## src/rtl/count_cmd_pkg.sv

```systemverilog
// Shared definitions for the counter command driver.
// State encodings, default widths and the fixed strobe-to-check latency.
package count_cmd_pkg;

    localparam int DEFAULT_WIDTH  = 4;
    localparam int DEFAULT_GAP_W  = 4;

    // latch/dec strobe -> SETTLE -> CHECK
    localparam int STROBE_LATENCY = 3;

    typedef enum logic [2:0] {
        ST_IDLE   = 3'd0,
        ST_LOAD   = 3'd1,
        ST_SETTLE = 3'd2,
        ST_CHECK  = 3'd3,
        ST_GAP    = 3'd4,
        ST_DEC    = 3'd5,
        ST_DONE   = 3'd6,
        ST_ERR    = 3'd7
    } state_e;

endpackage

```

## src/rtl/gap_timer.sv

```systemverilog
// Loadable down-counter that times the idle gap between dec iterations.
// expire_o is high while the count is 1, i.e. in the last gap cycle.
module gap_timer #(
    parameter int GAP_W = 4
) (
    input  logic             clk,
    input  logic             rst,
    input  logic             load_i,
    input  logic [GAP_W-1:0] load_val_i,
    input  logic             en_i,
    output logic             expire_o
);

    logic [GAP_W-1:0] cnt_q;
    logic [GAP_W-1:0] cnt_d;

    // Next count: load has priority, otherwise count down while enabled.
    always_comb begin
        cnt_d = cnt_q;
        if (load_i) begin
            cnt_d = load_val_i;
        end else if (en_i && (cnt_q != '0)) begin
            cnt_d = cnt_q - GAP_W'(1);
        end else begin
            cnt_d = cnt_q;
        end
    end

    // Count register.
    always_ff @(posedge clk or posedge rst) begin
        if (rst) begin
            cnt_q <= '0;
        end else begin
            cnt_q <= cnt_d;
        end
    end

    assign expire_o = (cnt_q == GAP_W'(1));

endmodule

```

## src/rtl/count_cmd_driver.sv

```systemverilog
// Command-side driver for a loadable down-counter: latches a value, then
// issues dec strobes (with an optional idle gap) until the counter reports
// zero, and pulses done.
// Optional feature macro: CMD_OVERRUN_CHECK_EN (dec count overrun -> err pulse).
module count_cmd_driver
    import count_cmd_pkg::*;
#(
    parameter int WIDTH = DEFAULT_WIDTH,
    parameter int GAP_W = DEFAULT_GAP_W
) (
    input  logic             clk,
    input  logic             rst,
    input  logic             start_vld,
    output logic             start_rdy,
    input  logic [WIDTH-1:0] start_val,
    input  logic [GAP_W-1:0] start_gap,
    output logic [WIDTH-1:0] IN,
    output logic             latch,
    output logic             dec,
    input  logic             zero,
    output logic             busy,
    output logic             done,
    output logic             err
);

    state_e           state_q;
    state_e           state_d;
    logic [WIDTH-1:0] val_q;
    logic [GAP_W-1:0] gap_q;
    logic             latch_q;
    logic             dec_q;
    logic             done_q;
    logic             busy_q;
    logic             rdy_q;
    logic             transfer_s;
    logic             gap_load_s;
    logic             gap_en_s;
    logic             gap_expire_s;
    logic             overrun_s;

    assign transfer_s = start_vld && (state_q == ST_IDLE);

    gap_timer #(
        .GAP_W(GAP_W)
    ) u_gap_timer (
        .clk       (clk),
        .rst       (rst),
        .load_i    (gap_load_s),
        .load_val_i(gap_q),
        .en_i      (gap_en_s),
        .expire_o  (gap_expire_s)
    );

`ifdef CMD_OVERRUN_CHECK_EN
    logic [WIDTH-1:0] dec_cnt_q;
    logic [WIDTH-1:0] dec_cnt_d;
    logic             err_q;

    // Dec counter: cleared on LOAD, bumped once per DEC cycle.
    always_comb begin
        dec_cnt_d = dec_cnt_q;
        if (state_q == ST_LOAD) begin
            dec_cnt_d = '0;
        end else if (state_q == ST_DEC) begin
            dec_cnt_d = dec_cnt_q + WIDTH'(1);
        end else begin
            dec_cnt_d = dec_cnt_q;
        end
    end

    // Dec counter and err strobe registers.
    always_ff @(posedge clk or posedge rst) begin
        if (rst) begin
            dec_cnt_q <= '0;
            err_q     <= 1'b0;
        end else begin
            dec_cnt_q <= dec_cnt_d;
            err_q     <= (state_d == ST_ERR);
        end
    end

    // All requested decrements issued yet the counter still is not zero.
    assign overrun_s = (dec_cnt_q == val_q);
    assign err       = err_q;
`else
    assign overrun_s = 1'b0;
    assign err       = 1'b0;
`endif

    // Next-state logic and gap timer control.
    always_comb begin
        state_d    = state_q;
        gap_load_s = 1'b0;
        gap_en_s   = 1'b0;
        case (state_q)
            ST_IDLE: begin
                if (start_vld) begin
                    state_d = ST_LOAD;
                end else begin
                    state_d = ST_IDLE;
                end
            end
            ST_LOAD:   state_d = ST_SETTLE;
            ST_SETTLE: state_d = ST_CHECK;
            ST_CHECK: begin
                if (zero) begin
                    state_d = ST_DONE;
                end else if (overrun_s) begin
                    state_d = ST_ERR;
                end else if (gap_q == '0) begin
                    state_d = ST_DEC;
                end else begin
                    gap_load_s = 1'b1;
                    state_d    = ST_GAP;
                end
            end
            ST_GAP: begin
                gap_en_s = 1'b1;
                if (gap_expire_s) begin
                    state_d = ST_DEC;
                end else begin
                    state_d = ST_GAP;
                end
            end
            ST_DEC:  state_d = ST_SETTLE;
            ST_DONE: state_d = ST_IDLE;
            ST_ERR:  state_d = ST_IDLE;
            default: state_d = ST_IDLE;
        endcase
    end

    // State register.
    always_ff @(posedge clk or posedge rst) begin
        if (rst) begin
            state_q <= ST_IDLE;
        end else begin
            state_q <= state_d;
        end
    end

    // Capture the request fields on the handshake edge; IN follows val_q.
    always_ff @(posedge clk or posedge rst) begin
        if (rst) begin
            val_q <= '0;
            gap_q <= '0;
        end else if (transfer_s) begin
            val_q <= start_val;
            gap_q <= start_gap;
        end else begin
            val_q <= val_q;
            gap_q <= gap_q;
        end
    end

    // Registered strobes and status, decoded from the upcoming state so they
    // line up with the state they belong to.
    always_ff @(posedge clk or posedge rst) begin
        if (rst) begin
            latch_q <= 1'b0;
            dec_q   <= 1'b0;
            done_q  <= 1'b0;
            busy_q  <= 1'b0;
            rdy_q   <= 1'b1;
        end else begin
            latch_q <= (state_d == ST_LOAD);
            dec_q   <= (state_d == ST_DEC);
            done_q  <= (state_d == ST_DONE);
            busy_q  <= (state_d != ST_IDLE);
            rdy_q   <= (state_d == ST_IDLE);
        end
    end

    assign IN        = val_q;
    assign latch     = latch_q;
    assign dec       = dec_q;
    assign done      = done_q;
    assign busy      = busy_q;
    assign start_rdy = rdy_q;

endmodule

```

## config.mk

```make
export PLATFORM = sky130hd
export DESIGN_NAME = count_cmd_driver
export DESIGN_NICKNAME = d
export VERILOG_FILES = /design/src/rtl/count_cmd_pkg.sv /design/src/rtl/gap_timer.sv /design/src/rtl/count_cmd_driver.sv
export SDC_FILE = /design/constraint.sdc
export NUM_CORES = 1
export LEC_CHECK = 0
export ABC_AREA = 1
export BUFFER_PORTS_ARGS = -buffer_cell sky130_fd_sc_hd__buf_2
export CAP_MARGIN = 25
export CORE_MARGIN = 4
export CORE_UTILIZATION = 50
export DETAILED_ROUTE_END_ITERATION = 8
export PLACE_DENSITY_LB_ADDON = 0.3
export SLEW_MARGIN = 0
export SYNTH_ARGS = -nofsm -noshare
export SYNTH_HDL_FRONTEND = slang
export SYNTH_SLANG_ARGS = --single-unit
export TNS_END_PERCENT = 50
```

## constraint.sdc

```tcl
create_clock -name clk -period 1.2 [get_ports clk]
set_input_delay 0.12 -clock clk [delete_from_list [all_inputs] [get_ports clk]]
set_output_delay 0.12 -clock clk [all_outputs]
set_load 0.02 [all_outputs]
```

======== Word level (Yosys, flattened, before mapping) ========
Index checks and enable logic that the tools add are counted.
operators by class
  equality and inequality tests ........... 11
  add/subtract/negate cells ............... 1
  multiplexer cells ....................... 11
  reductions and logical operators ........ 10
operators by type and width
  operator               number
  $eq A3 B3 Y1 const B   6
  $pmux W3 S6            1
  $mux W4                2
  $mux W1                7
  $eq A3 B1 Y1 const B   2
  $eq A3 B2 Y1 const B   2
  $logic_not A3 Y1       2
  $eq A4 B1 Y1 const B   1
  $logic_not A4 Y1       1
  $reduce_bool A4 Y1     1
  $reduce_or A2 Y1       2
  $sub A4 B1 Y4 const B  1
  $reduce_bool A3 Y1     1
  $logic_and A1 B1 Y1    2
  $mux W2                1
  $reduce_bool A2 Y1     1
word-level totals
  output and inout port bits .............. 10
  input bits .............................. 12
  logic and storage cells ................. 42
  flip-flop bits (word level) ............. 20

======== Logic depth before layout (Yosys ltp) ========
  depth in word-level cells ............... 5
  gate-level depth with buffers ........... 8
  gate-level depth less buffers ........... 8

======== Hierarchy ========
Synthesis repeated with hierarchy kept, for this count alone.
second synthesis, totals
  cell total of the unflattened synthesis .. 123
  area, all modules ....................... 1001.0 um2
by module, submodules not included
  module            instances  seq. area each (um2)  cells an instance  area each (um2)
  count_cmd_driver  1          401.6                 80                 701.9
  gap_timer         1          100.1                 43                 299.0

======== Least setup slack after synthesis ========
No wires, ideal clock.
  path type ............................... register to register
  start point ............................. register u_gap_timer.cnt_q[0]
  end point ............................... register u_gap_timer.cnt_q[3]
  setup time .............................. 124 ps
  data required time ...................... 1076 ps
  buffers on the path ..................... 0
  stages on the path, launching flop included .. 8
  clock period less this slack ............ 1116 ps
  path slack .............................. 84 ps
  arrival time ............................ 991 ps
  cell sequence ........................... dfrtp_1 inv_1 ha_1 nand2_1 nand2_4 inv_1 nand2_1 nand3_1
between the ends
  word-level cells in the longest chain between the ends .. 3
  elaborated cells between the ends (all ways) .. 6
  classes of those cells .................. add/sub: 1; mux: 2; reduce/logical: 3
ends and longest elaborated chain
  item                                                 RTL line                          RTL
  start: declaration                                   gap_timer.sv:14                   logic [GAP_W-1:0] cnt_q;
  start signal: assignment                             gap_timer.sv:34                   cnt_q <= cnt_d;
  $sub A4 B1 Y4 or $reduce_bool A4 Y1 (tied branches)  gap_timer.sv:23, gap_timer.sv:22
  $mux W4 or $logic_and A1 B1 Y1 (tied branches)       gap_timer.sv:22                   end else if (en_i && (cnt_q != '0)) begin
  $mux W4 or $reduce_bool A2 Y1 (tied branches)        --
Parallel ways exist; a longest one is shown, timed or not. The select of a mux whose other input is x is not followed.
A chain may end at the register's enable or synchronous reset.

======== Worst setup path after layout ========
  start point ............................. register u_gap_timer.cnt_q[1]
  end point ............................... register busy_q, in the netlist busy
between the ends
  word-level cells in the longest chain between the ends .. 4
ends and longest elaborated chain
  item                    RTL line                 RTL
  $eq A4 B1 Y1            gap_timer.sv:38          assign expire_o = (cnt_q == GAP_W'(1));
  $mux W1                 count_cmd_driver.sv:119  if (gap_expire_s) begin
  $pmux W3 S6             count_cmd_driver.sv:95   case (state_q)
  $reduce_bool A3 Y1      count_cmd_driver.sv:168  busy_q <= (state_d != ST_IDLE);
  end signal: assignment  count_cmd_driver.sv:168
  end: declaration        count_cmd_driver.sv:33   logic busy_q;
Every way passes these cells.

==> metrics.yaml <==
run_status:
  status: "finished with violations"
  violations: "negative hold slack"
pwr:
  intPower_mw: 1.69
  combinationalPowerShare: 0.488
  p_seq_frac: 0.399
  switching_power_mw: 1.33
  vdd_drop_max_v: 0.00161
  clkPwrFrac: 0.112
  sw_frac_of_total: 0.441
  p_leak_nw: 0.689
  power.density_nw_per_um2: 2440
cts:
  cts_tree: "built"
  clockRootBuffer: "clkbuf_4"
  cts_buffers: 3
  cts_sinks: 20
  clock_latency_ps: 310
  cts.reportedPaths.clkPinSlew_ps: 120
  postCtsSetupBuffers: 0
  h-tree-depth: 1
  cts.path.max_buffers: 2
place:
  dp.cells: 166
  dp_hpwl_mm: 1.46
  gp_congestion: 0.812
  io_buffer_count: 20
  post_dp_cell_area_um2: 1130
  pre_cts_ws_ps: -56.2
setup_path:
  crit_path_end_kind: "flip-flop"
  crit_top_cell: "nand2_1"
  start_kind: "flip-flop"
  worst-path-max-fanout: 4
  rr_worst_depth: 8
  max_stage_delay_ps: 380
  slowest_stage: "dfrtp_1"
  path_cells: "inv_2 -> ha_2 -> nand2_1 -> inv_1 -> nand2_1 -> nand2_1 -> nor2_1 -> nand3_1"
  reg2reg_to: "busy$_DFF_PP0_"
  path_buf_inv: 2
  r2r-start: "u_gap_timer.cnt_q[1]$_DFFE_PP0P_"
  path_depth: 8
  r2r_slack_ps: 40
  worstPathRequired_ps: 1400
  crit_arrival_ps: 1370
  crit_type: "flip-flop to flip-flop"
  critical_path.top_delay_family: "simple AND/OR/NAND/NOR gates"
  critical_path.endpoint: "busy$_DFF_PP0_"
  crit_start: "u_gap_timer.cnt_q[1]$_DFFE_PP0P_"
timing:
  finalMaxSlewViolations: 0
  rsz0062_at_grt: "yes"
  holdWs_ps: -0.821
  fin_crit_sh: 0.968
  layout_min_cycle_time_ps: 1160
  hold_violations: 1
  max_freq_mhz: 861
  finClkSkew_ps: 11.0
  postLayoutSetupSlackWorst_ps: 38.1
  tns_ps: 0
  finalSetupViolCount: 0
layout:
  design_area_um2: 1240
  finalNonFillerCells: 175
  nets: 165
  final_util: 0.696
  layout-drive-gt1-share: 0.327
  diodes: 0
  syn_to_final_growth_pct: 27.7
  nFillCells: 141
yosys:
  synth_top_cells_by_area: "dfrtp_1, nand2_1, nand3_1"
  syn_area_um2: 972
  ys_seq_area_frac: 0.516
  postSynth.asyncResetShare: 1.00
  synth-edff-count: 0
  ys_warn_count: 0
  ys_types: 22
  synth_cells: 117
  yosysTopAreaCell: "dfrtp_1"
  syn-num-nets: 131
  synth_seq_cells: 20
  synthTopCellsByCount: "nand2_1, dfrtp_1, inv_1, nand3_1, nor2_1"
  yosys_most_used_dff: "dfrtp_1"
  yosysMostFrequentCell: "nand2_1"
  synth.top_cell.area_share: 0.489
  syn_area_per_cell_um2: 8.31
route:
  dr_total_vias: 842
  dr.pass1.iters: 4
  ant_nets: 0
  avgRoutedWirePerCell_um: 11.6
  drt_iter0_markers: 11
  drt_wl_total_mm: 2.03
  drc: 0
  viasPerCell: 4.81
grt:
  grt_overflow: 0
  grt_pass1_vias: 788
  grt_antenna_before_repair: 0
  grt_pass1_wl_mm: 3.40
  grt_use_total: 0.172
  grt_max_degree: 21
floorplanning:
  rows: 15
  dieArea_um2: 2710
  initial_core_util: 0.545
  core-area_um2: 1780
  chipWidth_um: 52.1
  die_h_um: 52.1
  ios: 22
job:
  maxCapViolations: 0
worst_hold_path:
  hold_path_class: "input pin to flip-flop"
[how the worst min path moves through the flow]
stage | from | to | slack (ps) | cells past startpoint
5_1_grt | start_gap[0] | gap_q[0]$_DFFE_PP0P_ | 20 | 3
2_1_floorplan | rst | IN[0]$_DFFE_PP0P_ | 80 | 1
3_3_place_gp | rst | busy$_DFF_PP0_ | 150 | 3
6_report | start_val[1] | IN[1]$_DFFE_PP0P_ | -0.8 | 3
4_1_cts | start_val[0] | IN[0]$_DFFE_PP0P_ | 0.1 | 3
3_5_place_dp | rst | IN[3]$_DFFE_PP0P_ | 160 | 3
[registers in the layout (all words and copies together), names as in the netlist]
signal and count:
busy 1, IN 4, u_gap_timer.cnt_q 4, done 1, latch 1, start_rdy 1, state_q 3, dec 1
gap_q 4
[final cells by class]
cell class	count	area (um^2)	area share
Clock buffer	4	26.3	0.0212
Inverter	15	57.6	0.0464
Multi-Input combinational cell	80	424	0.342
Sequential cell	20	503	0.405
Tap cell	25	31.3	0.0252
Timing Repair Buffer	31	199	0.160
[cells in the final DEF (no fill, tap or decap), types with 2 or more instances in the layout]
cell type / Yosys / final
dfrtp_1: 19 / 18
clkbuf_4: 0 / 3
nand2_1: 42 / 41
nand2_2: 2 / 3
buf_2: 0 / 20
dlygate4sd3_1: 0 / 5
inv_1: 13 / 9
inv_2: 1 / 5
nor2_2: 2 / 2
nor2_1: 9 / 8
nand3_1: 11 / 11
nor2_4: 1 / 2
buf_4: 2 / 5
nand4_1: 3 / 3
[kinds of logic after synthesis]
kind of cell,synth area share
other,0.00386
AND/OR/NAND/NOR,0.356
buffers and inverters,0.0734
AO/OA/AOI/OAI,0.0154
adder cells (fa/ha/maj),0.0257
flip-flops,0.516
XOR/XNOR,0.00901
[per-stage QoR]
stage                     power, mW  hold slack [ps]
after global placement         2.51              154
after CTS                      2.99            0.144
final                          3.03           -0.821
after floorplan                2.15             83.1
after detailed placement       2.58              157
after global routing           3.29             16.2
[per-layer routing]
metal  GRT usage  wire length (um)  vias to the layer above
met5           0                 0                        -
met3      0.0372                87                        2
li1            -                 -                      426
met4      0.0655                33                        0
met2       0.285              1010                       18
met1       0.218               894                      396
[repair_timing]
action                     in CTS  in global routing
gates resized for setup         5                  8
hold buffers                    5                  0
pin swaps                       1                  2
hold endpoints to repair       23                  0
setup endpoints to repair       6                 14
[power groups by stage]
stage               sequential (mW)  combinational, mW  clock (mW)
floorplan                      1.32              0.834           0
global placement               1.18               1.34           0
detailed placement             1.20               1.38           0
CTS                            1.19               1.46       0.346
global route                   1.25               1.67       0.375
finish                         1.21               1.48       0.340
[worst reg2reg max path, cell delays in order, from the launching register on]
cell	delay, ps
dfrtp_1	380
inv_2	70
ha_2	160
nand2_1	80
inv_1	40
nand2_1	70
nand2_1	60
nor2_1	110
nand3_1	90
(Power assumes the default switching activity.)
